## config.mk

```make
export PLATFORM = sky130hd
export DESIGN_NAME = rf_access_ctrl
export DESIGN_NICKNAME = d
export VERILOG_FILES = /design/src/rtl/rf_access_pkg.sv /design/src/rtl/rf_bypass_merge.sv /design/src/rtl/rf_access_ctrl.sv
export SDC_FILE = /design/constraint.sdc
export NUM_CORES = 1
export LEC_CHECK = 0
export BUFFER_PORTS_ARGS = -buffer_cell sky130_fd_sc_hd__buf_2
export CORE_AREA = 8 8 111 113
export DETAILED_ROUTE_END_ITERATION = 12
export DIE_AREA = 0 0 119 121
export SYNTH_ARGS = -nofsm -noshare
export SYNTH_HDL_FRONTEND = slang
export SYNTH_SLANG_ARGS = --single-unit
```

## constraint.sdc

```tcl
create_clock -name CLK -period 3.25 [get_ports CLK]
set_input_delay 0.1625 -clock CLK [delete_from_list [all_inputs] [get_ports CLK]]
set_output_delay 0.1625 -clock CLK [all_outputs]
set_load 0.01 [all_outputs]
```

## src/rtl/rf_access_pkg.sv

```systemverilog
`default_nettype none
// ============================================================================
// Module   : rf_access_pkg
// Brief    : Shared types, sizes and the byte-merge helper for rf_access_ctrl.
//            Optional same-cycle bypass is enabled by RF_ACCESS_BYPASS_EN.
// Revision : 1.0 - initial release
// ============================================================================
package rf_access_pkg;

    typedef enum logic [0:0] {
        S_INIT = 1'b0,
        S_RUN  = 1'b1
    } state_t;

    localparam int BYTES = 8;
    localparam int WIDTH = 64;

    function automatic logic [WIDTH-1:0] merge_bytes(
        input logic [WIDTH-1:0] base,
        input logic [WIDTH-1:0] ovr,
        input logic [BYTES-1:0] be
    );
        logic [WIDTH-1:0] res;
        res = base;
        for (int i = 0; i < BYTES; i++) begin
            if (be[i]) res[i*8 +: 8] = ovr[i*8 +: 8];
        end
        return res;
    endfunction

endpackage
`default_nettype wire

```

## src/rtl/rf_bypass_merge.sv

```systemverilog
`default_nettype none
// ============================================================================
// Module   : rf_bypass_merge
// Brief    : Per-byte overlay of captured write bytes onto macro read data.
// Revision : 1.0 - initial release
// ============================================================================
module rf_bypass_merge
    import rf_access_pkg::*;
(
    input  logic [WIDTH-1:0] i_ram_do1,
    input  logic [WIDTH-1:0] i_byp_data,
    input  logic [BYTES-1:0] i_byp_be,
    output logic [WIDTH-1:0] o_rsp_data
);

    assign o_rsp_data = merge_bytes(i_ram_do1, i_byp_data, i_byp_be);

endmodule
`default_nettype wire

```

## src/rtl/rf_access_ctrl.sv

```systemverilog
`default_nettype none
// ============================================================================
// Module   : rf_access_ctrl
// Brief    : Write/read arbitration, zero-init and read coherency in front of
//            a 2**BITS x 64 register-file macro. Macro: RF_ACCESS_BYPASS_EN.
// Revision : 1.0 - initial release
// ============================================================================
module rf_access_ctrl
    import rf_access_pkg::*;
#(
    parameter int BITS = 5
) (
    input  logic             CLK,
    input  logic             RST_N,
    input  logic             clr,
    output logic             busy,
    input  logic             wr_valid,
    output logic             wr_ready,
    input  logic [BITS-1:0]  wr_addr,
    input  logic [BYTES-1:0] wr_be,
    input  logic [WIDTH-1:0] wr_data,
    input  logic             rd_valid,
    output logic             rd_ready,
    input  logic [BITS-1:0]  rd_addr,
    output logic             rsp_valid,
    input  logic             rsp_ready,
    output logic [WIDTH-1:0] rsp_data,
    output logic             ram_en0,
    output logic [BITS-1:0]  ram_a0,
    output logic [BYTES-1:0] ram_we0,
    output logic [WIDTH-1:0] ram_di0,
    output logic             ram_en1,
    output logic [BITS-1:0]  ram_a1,
    input  logic [WIDTH-1:0] ram_do1
);

    state_t          r_state;
    state_t          w_state_nxt;
    logic [BITS-1:0] r_init_cnt;
    logic [BITS-1:0] w_init_cnt_nxt;
    logic            r_clr_pend;
    logic            w_clr_pend_nxt;
    logic            r_rsp_valid;
    logic            w_rsp_valid_nxt;
    logic            w_run;
    logic            w_wr_acc;
    logic            w_rd_acc;
    logic            w_rd_free;

    assign w_run     = (r_state == S_RUN);
    assign wr_ready  = w_run & ~r_clr_pend;
    assign w_wr_acc  = wr_valid & wr_ready;
    assign rd_ready  = w_run & ~r_clr_pend & (~r_rsp_valid | rsp_ready) & w_rd_free;
    assign w_rd_acc  = rd_valid & rd_ready;
    assign rsp_valid = r_rsp_valid;

`ifdef RF_ACCESS_BYPASS_EN
    logic [BYTES-1:0] r_byp_be;
    logic [WIDTH-1:0] r_byp_data;

    assign w_rd_free = 1'b1;

    // Capture colliding write bytes at read accept so the response is a snapshot
    always_ff @(posedge CLK or negedge RST_N) begin
        if (!RST_N) begin
            r_byp_be   <= '0;
            r_byp_data <= '0;
        end else if (w_rd_acc) begin
            r_byp_be   <= (w_wr_acc && (wr_addr == rd_addr)) ? wr_be : '0;
            r_byp_data <= wr_data;
        end
    end

    rf_bypass_merge u_merge (
        .i_ram_do1  (ram_do1),
        .i_byp_data (r_byp_data),
        .i_byp_be   (r_byp_be),
        .o_rsp_data (rsp_data)
    );
`else
    // Without merge logic a same-entry read must wait for the write to land
    assign w_rd_free = ~(w_wr_acc & (wr_addr == rd_addr));
    assign rsp_data  = ram_do1;
`endif

    always_ff @(posedge CLK or negedge RST_N) begin
        if (!RST_N) begin
            r_state     <= S_INIT;
            r_init_cnt  <= '0;
            r_clr_pend  <= 1'b0;
            r_rsp_valid <= 1'b0;
        end else begin
            r_state     <= w_state_nxt;
            r_init_cnt  <= w_init_cnt_nxt;
            r_clr_pend  <= w_clr_pend_nxt;
            r_rsp_valid <= w_rsp_valid_nxt;
        end
    end

    always_comb begin
        w_state_nxt     = r_state;
        w_init_cnt_nxt  = r_init_cnt;
        w_clr_pend_nxt  = r_clr_pend;
        w_rsp_valid_nxt = w_rd_acc ? 1'b1 : (rsp_ready ? 1'b0 : r_rsp_valid);
        case (r_state)
            S_INIT: begin
                w_init_cnt_nxt = r_init_cnt + 1'b1;
                if (&r_init_cnt) w_state_nxt = S_RUN;
            end
            S_RUN: begin
                // A pending response drains before the array is re-zeroed
                if (r_clr_pend && !r_rsp_valid) begin
                    w_state_nxt    = S_INIT;
                    w_init_cnt_nxt = '0;
                    w_clr_pend_nxt = 1'b0;
                end else if (clr) begin
                    w_clr_pend_nxt = 1'b1;
                end
            end
            default: w_state_nxt = S_INIT;
        endcase
    end

    // Port 0 stays quiet while reset is held even though the state reads INIT
    always_comb begin
        busy    = ~w_run;
        ram_en0 = 1'b0;
        ram_a0  = wr_addr;
        ram_we0 = '0;
        ram_di0 = wr_data;
        ram_en1 = 1'b0;
        ram_a1  = rd_addr;
        if (!w_run) begin
            ram_en0 = RST_N;
            ram_a0  = r_init_cnt;
            ram_we0 = {BYTES{RST_N}};
            ram_di0 = '0;
        end else begin
            ram_en0 = w_wr_acc;
            ram_we0 = w_wr_acc ? wr_be : '0;
            ram_en1 = w_rd_acc;
        end
    end

endmodule
`default_nettype wire

```

==> run summary, run 1 <==
Clock Tree Buf Depth = 2
crit-path max cell delay = 0.73 ns
per-instance average area after synthesis = 7.82 um2
instance count after placement with tap cells included = 441
diodes inserted = 0
Area Growth Syn to Fin = 33.3%
arrival time at the worst endpoint = 2.04 ns
buffer cell driving the clock tree root = clkbuf_8
total routing usage reported by global routing = 0.0895
Final Hold Fails = 0
share of the yosys chip area belonging to registers = 0.125
Routed WL = 7.25 mm
cell chain of the critical path = buf_4 > inv_1 > a2111oi_2 > buf_2
Final TNS setup = 0 ns
Initial DRT Pass Iterations = 4
number of flops mapped to enable cells by yosys = 0
# Max-Cap Violations = 0
synthesized instance count = 205
worst-path fanout max = 44
wire length of the first global-routing pass = 10.4 mm
TritonCTS clock tree = yes
HPWL Detailed = 6.56 mm
setup repair after global routing missed its margin = no
synthesized net count = 359
Worst Clk Skew = 0.00552 ns
pins over their slew limit = 0
yosys warns = 0
vias after detailed routing = 1660
fraction of layout instances using a drive strength above 1 = 0.618
power density of the placed cells = 657 mW/mm2
worst-skew pair later-pin latency = 0.23 ns
result of the run = finished clean
finished layout cell area = 0.00214 mm2
area of the core region = 0.0106 mm2
number of endpoints failing setup at the final stage = 0
net count of the finished layout = 461
initial antenna violation count = 0
CP startpoint kind = flop
class of the tightest hold or removal check = in -> reg
post-synthesis async set-or-reset flop share = 1.00
most instantiated flip-flop cell in the synthesis netlist = dfrtp_1
cts repair resizes = 0
worst hold slack after final layout = 0.211 ns
time the worst path needs with I/O delays and setup = 2.20 ns
cell leakage power = 1.28 nW
Fmax achieved = 454 MHz
Synth top area share = 0.333
critical path required time = 3.09 ns
kind of critical path = reg -> out
count of buffer and inverter cells on the critical path = 3
number of distinct library cells after synthesis = 28
count of nets left with antenna violations after detail routing = 0
clock-pin slew reported for the worst setup and hold paths after clock tree synthesis = 0.04 ns
Final Cycle Share = 0.677
kind of cell adding the most delay to the critical path = buffers and inverters
number of global-route vias before repair = 1806
worst voltage drop across the vdd grid = 0.225 mV
weighted congestion at the end of routability-driven global placement = 0.749
clock net sink count = 8
maximum number of pins on one net before global-route repair = 45
grt total ovfl = 0
critical path capture point type = output pin
initial cell density of the core = 0.151
fraction of the core area covered by cells at the end of the flow = 0.201
Rel. slew slack = 0.609
placed cell area = 0.00208 mm2
flops & latches, synth = 8
Clock H-tree levels = 1
die area = 0.0144 mm2
Post-Synthesis Cell Area = 0.00160 mm2
drc violations = 0
FP Rows = 38
final standard cell count with taps included and fillers excluded = 446
Via density = 3.72
violation count after the first detailed-routing iteration = 38
standard cell with the maximum stage delay on the critical path = dfrtp_2
Port Buffers = 175
actual transition at the worst max-transition pin = 0.586 ns
Vert. Die Dim = 121 um
leading post-synthesis cells by cell area = buf_4 33%, and2_1 25%, dfrtp_1 12%
total I/O pin count = 304
die outline width = 119 um
cell type with the highest aggregate area in the netlist = buf_4
cts bufs inserted = 3
Avg WL per Cell = 16.3 um
[worst min-delay path, cell delays in order]
cell	delay, ns
buf_2	0.08
a21oi_1	0.05
a21oi_1	0.10
[synthesized netlist by cell type, drive strengths merged (2+ instances only)]
library cell / instances
o22ai: 2
nor2: 2
o2bb2ai: 2
a21oi: 5
nand3b: 2
o21a: 8
dfrtp: 8
nor2b: 3
mux2: 5
and2: 64
buf: 73
xor2: 6
ha: 2
clkbuf: 7
nand2: 5
[logic make-up after synthesis]
| kind of cell | Yosys count | synth area share |
|---|---|---|
| and+or+nand+nor | 82 | 0.332 |
| DFF | 8 | 0.125 |
| muxes | 5 | 0.0351 |
| adders and majority gates | 2 | 0.0156 |
| buffers and inverters | 81 | 0.365 |
| AOI/OAI and AO/OA | 20 | 0.0890 |
| xor gates and xnor gates | 7 | 0.0383 |
[report_power, final]
group / switching [mW] / internal, mW
Clock: 0.0385 / 0.0849
Sequential: 0.116 / 0.149
Combinational: 0.533 / 0.481
Total: 0.688 / 0.715
[cell usage in the layout, fill, tap and decap left out, drive strengths merged, types with 2 or more instances in the layout]
master,synthesis,routed
a21oi,5,5
and2,64,64
buf,73,176
clkbuf,7,4
dfrtp,8,8
ha,2,2
mux2,5,5
nand2,5,5
nand3b,2,2
nor2,2,2
nor2b,3,3
o21a,8,8
o22ai,2,2
o2bb2ai,2,2
xor2,6,6
[registers in the layout, indices dropped and copies added (netlist names)]
signal / count
r_init_cnt: 5
r_state: 1
r_clr_pend: 1
rsp_valid: 1
[per-layer routing]
layer	GRT usage	wire [um]
met4	0.0237	111
met3	0.0442	876
met1	0.0859	2480
met5	0	0
met2	0.166	3780
[final cells by class]
cell class                      instances  area, um2
Fill cell                            1195       8470
Timing Repair Buffer                  177        893
Multi-Input combinational cell        116        817
Sequential cell                         8        201
Tap cell                              140        175
Clock buffer                            4       45.0
Inverter                                1       3.75
[repair_timing]
item	CTS	global route
endpoints found under the hold margin	8	0
buffers inserted	0	0
hold buffers	1	0
[through the flow]
stage | setup slack [ns] | total power [mW]
floorplan | 1.96 | 0.944
global placement | 1.35 | 1.29
detailed placement | 1.24 | 1.31
CTS | 0.993 | 1.44
global route | 0.835 | 1.53
finish | 1.05 | 1.40
[worst paths after layout]
path | cells past startpoint | slack [ns] | end | start
hold / removal | 3 | 0.21 | r_clr_pend | clr
setup / recovery | 4 | 1.05 | rd_ready | r_state
min in group asynchronous | 2 | 0.33 | rsp_valid | RST_N
setup reg to reg | 4 | 1.56 | rsp_valid | r_state
hold reg to reg | 1 | 0.54 | r_init_cnt[0] | r_init_cnt[0]
max in group asynchronous | 2 | 2.72 | r_state | RST_N
Power figures use the tool's default switching activity.
==> run 2, diff against run 1 <==
- ABC_AREA: not set -> 1
- CORE_AREA: 8 8 111 113 -> 8 8 112 114
- DIE_AREA: 0 0 119 121 -> 0 0 120 122
- clock period: 3.25 -> 1.8 ns (I/O delays scaled with it)
==> run 2 against run 1 <==
  * Clock-buffer cell count stayed put
  * First-iteration DRC count increased by 76%
  * Final area is 4.4% higher
  * Routed wire length down 7.5%
  * Synthesized area is 3.4% higher
  * Largest cell class unchanged
==> run summary, run 2 <==
time the worst path needs with I/O delays and setup = 1.51 ns
flops & latches, synth = 8 (unchanged)
net count of the finished layout = 569 (was 461)
Final Hold Fails = 0 (unchanged)
TritonCTS clock tree = yes (unchanged)
Area Growth Syn to Fin = 34.6% (was 33.3%)
setup repair bufs after CTS = 0 (unchanged)
leading cell types in the layout, fill and taps excluded = 175 x buf_2, 96 x nand2_1, 90 x inv_1 (was 175 x buf_2, 64 x and2_1, 8 x o21a_1)
quantity of hold-fixing buffers added after cts = 1 (unchanged)
number of flops mapped to enable cells by yosys = 0 (unchanged)
Synth top area share = 0.313 (was 0.333)
sequential share of power = 0.321 (was 0.189)
Comb pwr share = 0.273 (was 0.723)
Clock H-tree levels = 1 (unchanged)
FP Rows = 38 (unchanged)
cts bufs inserted = 3 (unchanged)
Worst Clk Skew = 0.00620 ns (was 0.00552 ns)
fraction of layout instances using a drive strength above 1 = 0.444 (was 0.618)
drc violations = 0 (unchanged)
area of the core region = 0.0107 mm2 (was 0.0106 mm2)
finished layout cell area = 0.00223 mm2 (was 0.00214 mm2)
total I/O pin count = 304 (unchanged)
Via density = 3.42 (was 3.72)
clock net sink count = 8 (unchanged)
GR met1 Demand/Resource = 0.0797 (was 0.0859)
Initial DRT Pass Iterations = 4 (unchanged)
placed cell area = 0.00217 mm2 (was 0.00208 mm2)
yosys warns = 0 (unchanged)
buffer cell driving the clock tree root = clkbuf_8 (unchanged)
Vert. Die Dim = 122 um (was 121 um)
diodes inserted = 0 (unchanged)
setup repair after global routing missed its margin = no (unchanged)
library cell with the highest instance count after synthesis = nand2_1 (was buf_4)
weighted congestion at the end of routability-driven global placement = 0.733 (was 0.749)
result of the run = finished clean (unchanged)
maximum number of pins on one net before global-route repair = 38 (was 45)
wire length of the first global-routing pass = 9.57 mm (was 10.4 mm)
Net Switching = 0.141 mW (was 0.688 mW)
worst voltage drop across the vdd grid = 0.165 mV (was 0.225 mV)
die outline width = 120 um (was 119 um)
synthesized net count = 462 (was 359)
Post-Synthesis Cell Area = 0.00166 mm2 (was 0.00160 mm2)
total routing usage reported by global routing = 0.0808 (was 0.0895)
Port Buffers = 175 (unchanged)
per-instance average area after synthesis = 5.38 um2 (was 7.82 um2)
worst hold slack after final layout = 0.0766 ns (was 0.211 ns)
synthesized instance count = 308 (was 205)
leading cell type in the layout, fill and taps excluded = buf_2 (unchanged)
GR Layer Usage met2 = 0.136 (was 0.166)
Final TNS setup = 0 ns (unchanged)
worst-skew pair later-pin latency = 0.23 ns (about the same)
power density of the placed cells = 252 mW/mm2 (was 657 mW/mm2)
initial cell density of the core = 0.155 (was 0.151)
Routed WL = 6.71 mm (was 7.25 mm)
initial antenna violation count = 0 (unchanged)
GRT Max-Usage Layer = met2 (unchanged)
violation count after the first detailed-routing iteration = 67 (was 38)
critical path required time = 1.71 ns (was 3.09 ns)
Fmax achieved = 661 MHz
class of the tightest hold or removal check = in -> reg (unchanged)
CP startpoint kind = flop (unchanged)
leading post-synthesis cells by cell area = buf_4 31%, nand2_1 22%, inv_1 20% (was buf_4 33%, and2_1 25%, dfrtp_1 12%)
actual transition at the worst max-transition pin = 0.361 ns (was 0.586 ns)
HPWL Detailed = 5.83 mm (was 6.56 mm)
share of the yosys chip area belonging to registers = 0.121 (was 0.125)
Avg WL per Cell = 12.1 um (was 16.3 um)
kind of critical path = reg -> out (unchanged)
number of distinct library cells after synthesis = 15 (was 28)
final total power = 0.562 mW (was 1.40 mW)
worst-case register-to-register setup slack = 0.54 ns (was 1.56 ns)
clock share of power = 0.406 (was 0.088)
cts repair resizes = 0 (unchanged)
clock-pin slew reported for the worst setup and hold paths after clock tree synthesis = 0.04 ns (about the same)
vias after detailed routing = 1896 (was 1660)
grt total ovfl = 0 (unchanged)
cell type with the highest aggregate area in the netlist = buf_4 (unchanged)
Rel. slew slack = 0.759 (was 0.609)
count of nets left with antenna violations after detail routing = 0 (unchanged)
most instantiated flip-flop cell in the synthesis netlist = dfrtp_1 (unchanged)
# Max-Cap Violations = 0 (unchanged)
Final Cycle Share = 0.840
cell leakage power = 1.92 nW (was 1.28 nW)
total internal power = 0.421 mW (was 0.715 mW)
pins over their slew limit = 0 (unchanged)
Clock Tree Buf Depth = 2 (unchanged)
die area = 0.0146 mm2 (was 0.0144 mm2)
met3 layer usage reported by global route = 0.0463 (was 0.0442)
post-synthesis async set-or-reset flop share = 1.00 (unchanged)
critical path capture point type = output pin (unchanged)
arrival time at the worst endpoint = 1.42 ns (was 2.04 ns)
number of global-route vias before repair = 1824 (was 1806)
register containing the most flip-flops in the final layout = r_init_cnt (unchanged)
proportion of total power due to net switching = 0.250 (was 0.491)
worst-path fanout max = 37 (was 44)
number of endpoints failing setup at the final stage = 0 (unchanged)
number of flip-flops under the largest register name = 5 (unchanged)
top cells by count, synth = 96 x nand2_1, 90 x inv_1, 69 x buf_4, 19 x o21ai_0, 8 x dfrtp_1 (was 71 x buf_4, 64 x and2_1, 8 x dfrtp_1, 8 x o21a_1, 7 x clkbuf_1)
[run 2: cells by family after synthesis]
kind of cell | synth area share
flip-flops | 0.121
buffers and inverters | 0.542
AND/OR/NAND/NOR | 0.248
multiplexers | 0.00604
AO/OA/AOI/OAI | 0.0672
adder cells (fa/ha/maj) | 0.0151
[run 2: final timing paths]
kind,end,cells after the start,startpoint
setup / recovery,ram_a0[4],4,r_state
hold / removal,r_clr_pend,3,clr
setup reg to reg,r_init_cnt[4],6,r_init_cnt[0]
hold reg to reg,r_clr_pend,2,r_clr_pend
max in group asynchronous,r_state,2,RST_N
min in group asynchronous,r_init_cnt[4],2,RST_N
[run 2: final cells by class]
type | count | area (um2)
repair buffers | 179 | 908
inverters | 91 | 342
fillers | 1260 | 8470
multi-input cells | 132 | 558
clock buffers | 4 | 45.0
well taps | 140 | 175
flip-flops and latches | 8 | 201
[run 2: stage by stage]
step | utilization | cells | setup WS [ns]
after CTS | 0.208 | 554 | 0.241
after global placement | 0.203 | 549 | 0.513
final | 0.208 | 554 | 0.287
after detailed placement | 0.203 | 549 | 0.505
after floorplan | - | 308 | 0.572
after global routing | 0.208 | 554 | 0.125
[run 2: worst max-delay path, stage by stage, from the launching register on]
cell and delay, ns:
dfrtp_2 0.42, buf_4 0.36, nand2_1 0.08, o21ai_0 0.14
buf_2 0.20
[run 2: power groups by stage]
| stage | clock network (mW) | logic, mW | registers (mW) |
|---|---|---|---|
| floorplan | 0 | 0.186 | 0.183 |
| global placement | 0 | 0.153 | 0.183 |
| detailed placement | 0 | 0.153 | 0.183 |
| CTS | 0.240 | 0.155 | 0.180 |
| global route | 0.248 | 0.171 | 0.180 |
| finish | 0.228 | 0.153 | 0.181 |
[run 2: layer usage]
layer,vias up,wire (um)
met5,-,0
met4,0,238
met3,30,835
met2,114,3280
met1,753,2360
li1,999,-
==> run 3, diff against run 2 <==
- ABC_AREA: 1 -> 0
- CORE_AREA: 8 8 112 114 -> 8 8 113 115
- DIE_AREA: 0 0 120 122 -> 0 0 121 123
- clock period: 1.8 -> 1.3 ns (I/O delays scaled with it)
==> run 3 against run 2 <==
  * The flow now finishes with violations (negative setup slack)
  * Total power rose to 8.4 times the previous value
  * Clock power up 140%
  * Combinational power rose to 24 times the previous value
  * Flip-flop and latch count unchanged
  * Critical path depth up 1
  * Sequential power rose to 2.9 times the previous value
==> run summary, run 3 (synthesized netlist as in run 1, its figures left out) <==
Rel. slew slack = 0.738 (was 0.759)
total routing usage reported by global routing = 0.100 (was 0.0808)
register containing the most flip-flops in the final layout = r_init_cnt (unchanged)
Final Cycle Share = 1.11
Routed WL = 8.41 mm (was 6.71 mm)
kind of critical path = reg -> out (unchanged)
number of flip-flops under the largest register name = 5 (unchanged)
start point of the critical path = r_state (unchanged)
cts bufs inserted = 3 (unchanged)
count of nets left with antenna violations after detail routing = 0 (unchanged)
Vert. Die Dim = 123 um (was 122 um)
Clock H-tree levels = 1 (unchanged)
sequential share of power = 0.110 (was 0.321)
clock share of power = 0.114 (was 0.406)
buffer cell driving the clock tree root = clkbuf_16 (was clkbuf_8)
min-delay src = clr (unchanged)
fill cell instance count of the final layout = 1239 (was 1260)
initial antenna violation count = 0 (unchanged)
worst voltage drop across the vdd grid = 0.924 mV (was 0.165 mV)
fraction of layout instances using a drive strength above 1 = 0.697 (was 0.444)
routed length on met3 = 770 um (was 835 um)
failing checks = negative setup slack
total I/O pin count = 304 (unchanged)
Fmax achieved = 691 MHz
final standard cell count with taps included and fillers excluded = 470 (was 554)
worst-path fanout max = 5 (was 37)
uppermost layer routed = met4 (unchanged)
Port Buffers = 175 (unchanged)
result of the run = complete, but fails checks (was finished clean)
leading cell type in the layout, fill and taps excluded = buf_2 (unchanged)
diodes inserted = 0 (unchanged)
critical path capture point type = output pin (unchanged)
area of the core region = 0.0111 mm2 (was 0.0107 mm2)
initial cell density of the core = 0.145 (was 0.155)
net count of the finished layout = 482 (was 569)
CP startpoint kind = flop (unchanged)
fraction of the core area covered by cells at the end of the flow = 0.231 (was 0.208)
Clock Tree Buf Depth = 2 (unchanged)
Comb pwr share = 0.775 (was 0.273)
Final Hold Fails = 0 (unchanged)
power density of the placed cells = 1840 mW/mm2 (was 252 mW/mm2)
Avg WL per Cell = 17.9 um (was 12.1 um)
worst reg2reg startpoint = r_state (was r_init_cnt[0])
wire length of the first global-routing pass = 11.4 mm (was 9.57 mm)
setup repair after global routing missed its margin = yes (was no)
weighted congestion at the end of routability-driven global placement = 0.725 (was 0.733)
Via density = 3.76 (was 3.42)
routed metal-1 wirelength = 2.97 mm (was 2.36 mm)
post-route worst setup slack = -0.146 ns (was 0.287 ns)
Worst Clk Skew = 0.00193 ns (was 0.00620 ns)
class of the tightest hold or removal check = in -> reg (unchanged)
area of the multi-input gates = 907 um2 (was 558 um2)
leading cell types in the layout, fill and taps excluded = 156 x buf_2, 53 x and2_1, 21 x buf_6 (was 175 x buf_2, 96 x nand2_1, 90 x inv_1)
critical path required time = 1.24 ns (was 1.71 ns)
maximum number of pins on one net before global-route repair = 29 (was 38)
pins over their slew limit = 0 (unchanged)
arrival time at the worst endpoint = 1.38 ns (was 1.42 ns)
Net Switching = 1.97 mW (was 0.141 mW)
clock-pin slew reported for the worst setup and hold paths after clock tree synthesis = 0.04 ns (about the same)
worst setup slack before clock tree synthesis = -0.0176 ns (was 0.505 ns)
number of cells on the worst hold path = 3 (unchanged)
FP Rows = 39 (was 38)
number of global-route vias before repair = 1924 (was 1824)
actual transition at the worst max-transition pin = 0.392 ns (was 0.361 ns)
grt total ovfl = 0 (unchanged)
worst-skew pair later-pin latency = 0.23 ns (about the same)
flip-flop and latch area = 201 um2 (unchanged)
FF-to-FF path depth = 5 (was 6)
proportion of total power due to net switching = 0.418 (was 0.250)
# Max-Cap Violations = 0 (unchanged)
cell leakage power = 1.45 nW (was 1.92 nW)
TritonCTS clock tree = yes (unchanged)
die outline width = 121 um (was 120 um)
Area Growth Syn to Fin = 59.4% (was 34.6%)
violation count after the first detailed-routing iteration = 39 (was 67)
Initial DRT Pass Iterations = 4 (unchanged)
total internal power = 2.74 mW (was 0.421 mW)
instance count after placement with tap cells included = 459 (was 549)
time the worst path needs with I/O delays and setup = 1.45 ns
HPWL Detailed = 7.49 mm (was 5.83 mm)
vias after detailed routing = 1767 (was 1896)
drc violations = 0 (unchanged)
number of endpoints failing setup at the final stage = 68 (was 0)
metal2 WL = 4.44 mm (was 3.28 mm)
clock net sink count = 8 (unchanged)
die area = 0.0149 mm2 (was 0.0146 mm2)
## run 3: cell types whose count changed in the layout (fill, tap and decap cells not counted), sizes merged, moves of 6 or more
cell | previous run | this run
and2 | 0 | 64
buf | 178 | 196
xor2 | 0 | 6
o21a | 0 | 8
inv | 91 | 1
nand2 | 96 | 5
o21ai | 19 | 1
## run 3: final timing paths
kind,to,slack [ns]
max,ram_we0[5],-0.15
min,r_clr_pend,0.10
max reg2reg,rsp_valid,0.06
min reg2reg,r_init_cnt[0],0.59
max in group asynchronous,r_state,0.83
min in group asynchronous,r_clr_pend,0.33
## run 3: area by class of cell
type | count | area share
Clock buffer | 4 | 0.0309
Inverter | 1 | 0.00147
Multi-Input combinational cell | 117 | 0.355
Sequential cell | 8 | 0.0788
Tap cell | 143 | 0.0700
Timing Repair Buffer | 197 | 0.464
## run 3: timing repair
| item | 4_1_cts | 5_1_grt |
|---|---|---|
| gates cloned | 1 | 0 |
| endpoints found under the hold margin | 8 | 0 |
| resized for setup | 22 | 29 |
| setup endpoints to repair | 46 | 84 |
| setup buffers | 3 | 3 |
| hold buffers | 1 | 0 |
| pin swaps | 2 | 2 |
## run 3: power groups by stage
| stage | Sequential (mW) | Combinational, mW | Clock [mW] |
|---|---|---|---|
| after global placement | 0.487 | 3.04 | 0 |
| final | 0.520 | 3.65 | 0.538 |
| after CTS | 0.508 | 3.45 | 0.550 |
| after floorplan | 0.485 | 1.87 | 0 |
| after detailed placement | 0.498 | 3.08 | 0 |
| after global routing | 0.532 | 3.99 | 0.564 |
## run 3: stage by stage
step | cell area [um2] | total power [mW] | setup TNS (ns) | hold WS, ns
5_1_grt | 2550 | 5.09 | -7.12 | 0.130
3_3_place_gp | 2200 | 3.52 | 0 | 0.0264
3_5_place_dp | 2200 | 3.57 | -0.0258 | 0.0372
2_1_floorplan | 1600 | 2.36 | 0 | -0.231
4_1_cts | 2420 | 4.51 | -3.93 | 0.106
6_report | 2550 | 4.71 | -2.59 | 0.102
## run 3: worst max-delay path, cell delays in order, from the launching register on
cell and delay (ns):
dfrtp_2 0.46, buf_8 0.15, nor2b_4 0.13, nand2b_4 0.16, o21a_1 0.13, buf_2 0.13
## run 3: layer usage
| metal | vias to the layer above | GRT usage |
|---|---|---|
| met4 | 0 | 0.0461 |
| met1 | 803 | 0.102 |
| met2 | 109 | 0.181 |
| met5 | - | 0 |
| li1 | 825 | - |
| met3 | 30 | 0.0352 |
